===== config.mk =====
export PLATFORM = sky130hd
export DESIGN_NAME = led_step_counter
export DESIGN_NICKNAME = d
export VERILOG_FILES = /design/src/rtl/led_step_counter.sv
export SDC_FILE = /design/constraint.sdc
export NUM_CORES = 1
export LEC_CHECK = 0
export CORE_UTILIZATION = 45
export CTS_CLUSTER_DIAMETER = 50
export DETAILED_ROUTE_END_ITERATION = 6
export HOLD_SLACK_MARGIN = 0.03
export PLACE_DENSITY = 0.77
export SETUP_SLACK_MARGIN = 0.3
export SYNTH_ARGS = -nofsm -noshare
export SYNTH_HDL_FRONTEND = slang
export SYNTH_SLANG_ARGS = --single-unit

===== constraint.sdc =====
create_clock -name CLK_50M -period 4.42 [get_ports CLK_50M]
set_clock_uncertainty 0.05 [all_clocks]
set_input_delay 0.442 -clock CLK_50M [delete_from_list [all_inputs] [get_ports CLK_50M]]
set_output_delay 0.442 -clock CLK_50M [all_outputs]
set_load 0.02 [all_outputs]

===== src/rtl/led_step_counter.sv =====
// Free-running LED counter with a clock-enable prescaler: up/down/bounce/hold
// modes over 0..LIMIT, synchronous load, and registered TICK/WRAP status pulses.
module led_step_counter #(
  parameter int WIDTH = 8,
  parameter int DIV   = 50_000_000
) (
  input  logic             CLK_50M,
  input  logic             RESET,
  input  logic             EN,
  input  logic [1:0]       MODE,
  input  logic [WIDTH-1:0] LIMIT,
  input  logic             LOAD,
  input  logic [WIDTH-1:0] LOAD_VAL,
  output logic [WIDTH-1:0] LED,
  output logic             TICK,
  output logic             WRAP,
  output logic             o_dbg_dir
);

  localparam int PW = (DIV > 1) ? $clog2(DIV) : 1;
  localparam logic [PW-1:0]    PRE_LAST = PW'(DIV - 1);
  localparam logic [PW-1:0]    PRE_ONE  = PW'(1);
  localparam logic [WIDTH-1:0] ONE      = WIDTH'(1);

  localparam logic [1:0] MODE_UP   = 2'd0;
  localparam logic [1:0] MODE_DN   = 2'd1;
  localparam logic [1:0] MODE_BNC  = 2'd2;
  localparam logic [1:0] MODE_HOLD = 2'd3;

  // Bounce direction is the only state machine here; exposed on o_dbg_dir.
  typedef enum logic {
    DIR_UP = 1'b0,
    DIR_DN = 1'b1
  } dir_t;

  logic [PW-1:0]    r_pre;
  logic [WIDTH-1:0] r_led;
  logic             r_tick;
  logic             r_wrap;
  dir_t             r_dir;

  logic             w_step;
  logic [WIDTH-1:0] w_led_nxt;
  logic             w_wrap_nxt;
  dir_t             w_dir_nxt;
  logic [WIDTH-1:0] w_load_val;

  always_comb begin
    w_step     = EN && (r_pre == PRE_LAST);
    w_load_val = (LOAD_VAL > LIMIT) ? LIMIT : LOAD_VAL;
    w_led_nxt  = r_led;
    w_wrap_nxt = 1'b0;
    w_dir_nxt  = r_dir;
    case (MODE)
      MODE_UP: begin
        if (r_led >= LIMIT) begin
          w_led_nxt  = '0;
          w_wrap_nxt = 1'b1;
        end else begin
          w_led_nxt = r_led + ONE;
        end
      end
      MODE_DN: begin
        if (r_led == '0) begin
          w_led_nxt  = LIMIT;
          w_wrap_nxt = 1'b1;
        end else if (r_led > LIMIT) begin
          // Out of range after LIMIT was lowered: snap to the top silently.
          w_led_nxt = LIMIT;
        end else begin
          w_led_nxt = r_led - ONE;
        end
      end
      MODE_BNC: begin
        if (LIMIT == '0) begin
          w_led_nxt = '0;
        end else if (r_dir == DIR_UP) begin
          if (r_led >= LIMIT) begin
            w_dir_nxt  = DIR_DN;
            w_led_nxt  = LIMIT - ONE;
            w_wrap_nxt = 1'b1;
          end else begin
            w_led_nxt = r_led + ONE;
          end
        end else begin
          if (r_led == '0) begin
            w_dir_nxt  = DIR_UP;
            w_led_nxt  = ONE;
            w_wrap_nxt = 1'b1;
          end else begin
            w_led_nxt = r_led - ONE;
          end
        end
      end
      MODE_HOLD: begin
        w_led_nxt = r_led;
      end
      default: begin
        w_led_nxt = r_led;
      end
    endcase
  end

  always_ff @(posedge CLK_50M) begin
    if (RESET) begin
      r_pre  <= '0;
      r_led  <= '0;
      r_tick <= 1'b0;
      r_wrap <= 1'b0;
      r_dir  <= DIR_UP;
    end else begin
      // Any mode other than bounce restarts a later bounce going up.
      if (MODE != MODE_BNC) begin
        r_dir <= DIR_UP;
      end else if (!LOAD && w_step) begin
        r_dir <= w_dir_nxt;
      end

      if (LOAD) begin
        r_led  <= w_load_val;
        r_pre  <= '0;
        r_tick <= 1'b0;
        r_wrap <= 1'b0;
      end else begin
        r_tick <= w_step;
        r_wrap <= w_step && w_wrap_nxt;
        if (w_step) begin
          r_led <= w_led_nxt;
        end
        if (EN) begin
          r_pre <= w_step ? '0 : (r_pre + PRE_ONE);
        end
      end
    end
  end

  assign LED       = r_led;
  assign TICK      = r_tick;
  assign WRAP      = r_wrap;
  assign o_dbg_dir = r_dir;

endmodule


==> flow_metrics.py <==
metrics = {
    "status": {
        "status": "completed",
    },
    "clocking": {
        "clock_latency_ns": 0.29,
        "tritoncts": "done",
        "h-tree-depth": 2,
        "cts_sinks": 37,
        "cts.clk_slew.worst_paths_ns": 0.08,
        "cts_made_buffers": 5,
        "cts_resized": 0,
        "cts_setup_buffers": 0,
        "cts_root_buf": "clkbuf_8",
        "clockBufferDepth": 2,
        "hold_buffers": 0,
    },
    "layout": {
        "synthToLayoutAreaGrowth_pct": 16.6,
        "finalInstanceArea_um2": 3540,
        "nets": 459,
        "diodes": 0,
        "final_cells": 488,
        "seq_area_um2": 741,
        "finish.utilization_pct": 55.2,
        "fillers": 604,
        "drive_gt1_share_pct": 6.57,
        "multi_input_area_um2": 2160,
    },
    "critical_path": {
        "critPathKind": "in -> reg",
        "crit_family": "simple AND/OR/NAND/NOR gates",
        "cp_data_arrival_time_ns": 3.46,
        "worstSetupStartpointType": "primary input",
        "required_ns": 4.56,
        "worst_path_max_delay_cell": "clkdlybuf4s50_1",
        "max_stage_delay_ns": 0.62,
        "worstPathCellList": "clkdlybuf4s50_1 -> inv_1 -> ha_1 -> nand4_1 -> nor2_1 -> a211oi_1 -> nor3_2 -> mux2i_1 -> a32o_1 -> a221o_1",
        "worstSetupEndpointType": "flop",
        "cp_max_fo": 6,
        "critPathBufInv": 2,
    },
    "placement": {
        "placed_area_um2": 3410,
        "gp_congestion": 1.04,
        "place_hpwl_um": 6310,
        "dp_cells": 480,
        "pre_cts_ws_ns": 0.888,
        "io_buffers": 32,
    },
    "sta": {
        "fin_setup_tns_ns": 0,
        "period_share_pct": 75.0,
        "holdWs_ns": 0.448,
        "max_freq_mhz": 302,
        "worstMarginPinSlew_ns": 0.856,
        "relSlewSlack_pct": 42.9,
        "hold_viol_final": 0,
        "fin_crit_ns": 3.31,
        "setup_slack_ns": 1.11,
        "finalMaxSlewViolations": 0,
        "rsz0062_at_grt": "no",
        "finalSetupViolCount": 0,
    },
    "floorplanning": {
        "start_util_pct": 47.3,
        "die_area_um2": 7090,
        "num_io_pins": 33,
        "fp.dieW_um": 84.2,
        "die_y_um": 84.2,
        "row_count": 29,
        "fp.coreArea_um2": 6420,
    },
    "routing": {
        "via_per_inst": 6.30,
        "dr.first_iter.drc_count": 160,
        "routed_wl_um": 8400,
        "wl_per_cell_um": 17.2,
        "drc": 0,
        "vias": 3072,
        "ant_nets": 0,
        "dr.pass1.iters": 5,
    },
    "hold_path": {
        "hold_path_class": "reg -> reg",
    },
    "pwr": {
        "ir_drop_mv": 0.155,
        "power.total_mw": 0.976,
        "power_density_nw_per_um2": 275,
        "leakage_nw": 1.37,
    },
    "logic_synthesis": {
        "synth_common_cells": "nor2_1 (52), dfxtp_1 (37), ha_1 (27)",
        "synth_area_um2": 3040,
        "netlist_instances": 383,
        "ys_warn_count": 0,
        "ys_async_sr_fraction_pct": 0,
        "synth.avg_cell_area_um2": 7.94,
        "yosys.cell_count.top_type": "nor2_1",
        "ys_top_cells_by_area": "dfxtp_1 (24%), ha_1 (11%), nor2_1 (6.4%)",
        "synth_edf_count": 0,
        "ys.flop_type": "dfxtp_1",
        "yosysSeqAreaShare_pct": 24.4,
        "syn_nets": 432,
        "yosysUniqueCellTypes": 58,
        "yosys_register_bits": 37,
        "synth_top_area_cell": "dfxtp_1",
        "synth_top_area_share_pct": 24.4,
    },
    "grt": {
        "grt_overflow": 0,
        "busiest_layer": "met2",
        "use_met1_pct": 30.1,
        "grt_start_max_net_pins": 24,
        "antenna_found_initial": 0,
        "grt_pass1_wl_um": 14100,
        "grt_pass1_vias": 2968,
        "grt_util_met3_pct": 4.82,
        "grt_util_met2_pct": 42.3,
        "grt_usage_pct": 25.1,
    },
    "flow_run": {
        "max_cap_viol_count": 0,
    },
}
==> per-layer routing <==
layer	up-vias	part of all wire, %	wire length [µm]
li1	1447	-	-
met5	-	0	0
met2	161	48	4010
met1	1421	40	3390
met3	43	7.3	615
met4	0	4.5	381
==> layout make-up <==
| cell class | count | area share, % |
|---|---|---|
| Multi-Input combinational cell | 313 | 61.0 |
| Clock inverter | 3 | 1.94 |
| Tap cell | 77 | 2.72 |
| Timing Repair Buffer | 34 | 9.46 |
| Sequential cell | 37 | 20.9 |
| Clock buffer | 5 | 1.94 |
| Inverter | 19 | 2.01 |
==> worst paths after layout <==
kind	start	endpoint	cells after the start	slack, ns
worst max-delay path	LIMIT[5]	LED[0]$_SDFFE_PP0P_	10	1.11
worst min-delay path	r_pre[6]$_SDFFE_PP0P_	r_pre[6]$_SDFFE_PP0P_	2	0.45
worst min register to register	r_pre[6]$_SDFFE_PP0P_	r_pre[6]$_SDFFE_PP0P_	2	0.45
worst max register to register	LED[0]$_SDFFE_PP0P_	LED[0]$_SDFFE_PP0P_	9	1.39
==> worst reg2reg max path, cell delays in order (launching register included) <==
cell	delay, ns
dfxtp_1	0.59
inv_1	0.23
ha_1	0.33
nand4_1	0.14
nor2_1	0.17
a211oi_1	0.12
nor3_2	0.54
mux2i_1	0.15
a32o_1	0.28
a221o_1	0.33
==> power breakdown <==
part           internal (mW)  leakage (nW)  switching, mW
Clock                  0.227        0.0687          0.137
Sequential             0.339         0.300         0.0192
Combinational          0.107         0.997          0.147
==> layout by cell type (no fill, tap or decap), types with 5 or more instances in the layout <==
cell type        count
clkbuf_8             5
nor2_1              52
o21ai_1              5
xnor2_1             16
ha_1                27
clkdlybuf4s50_1     32
a211oi_1             6
o31ai_1              9
o21ai_0             11
and3_1               6
nor3_1              15
nand2_1             26
inv_1               19
nand4_1             12
xor2_1              22
dfxtp_1             37
nand2b_1             5
mux2i_1              5
a21oi_1             13
nand3_1             14
==> sequential cells by signal (all words and copies together) (netlist names) <==
register and count:
WRAP 1, r_pre 26, o_dbg_dir 1, LED 8, TICK 1
==> kinds of logic after synthesis <==
group / count (synthesis) / synth area share [%]
adders and majority gates: 27 / 11.1
buffers and inverters: 33 / 4.45
muxes: 9 / 3.13
xor gates and xnor gates: 38 / 11.0
and+or+nand+nor: 157 / 27.1
AOI/OAI and AO/OA: 82 / 18.9
DFF: 37 / 24.4
Note: power is estimated with default switching activity, not from simulation.
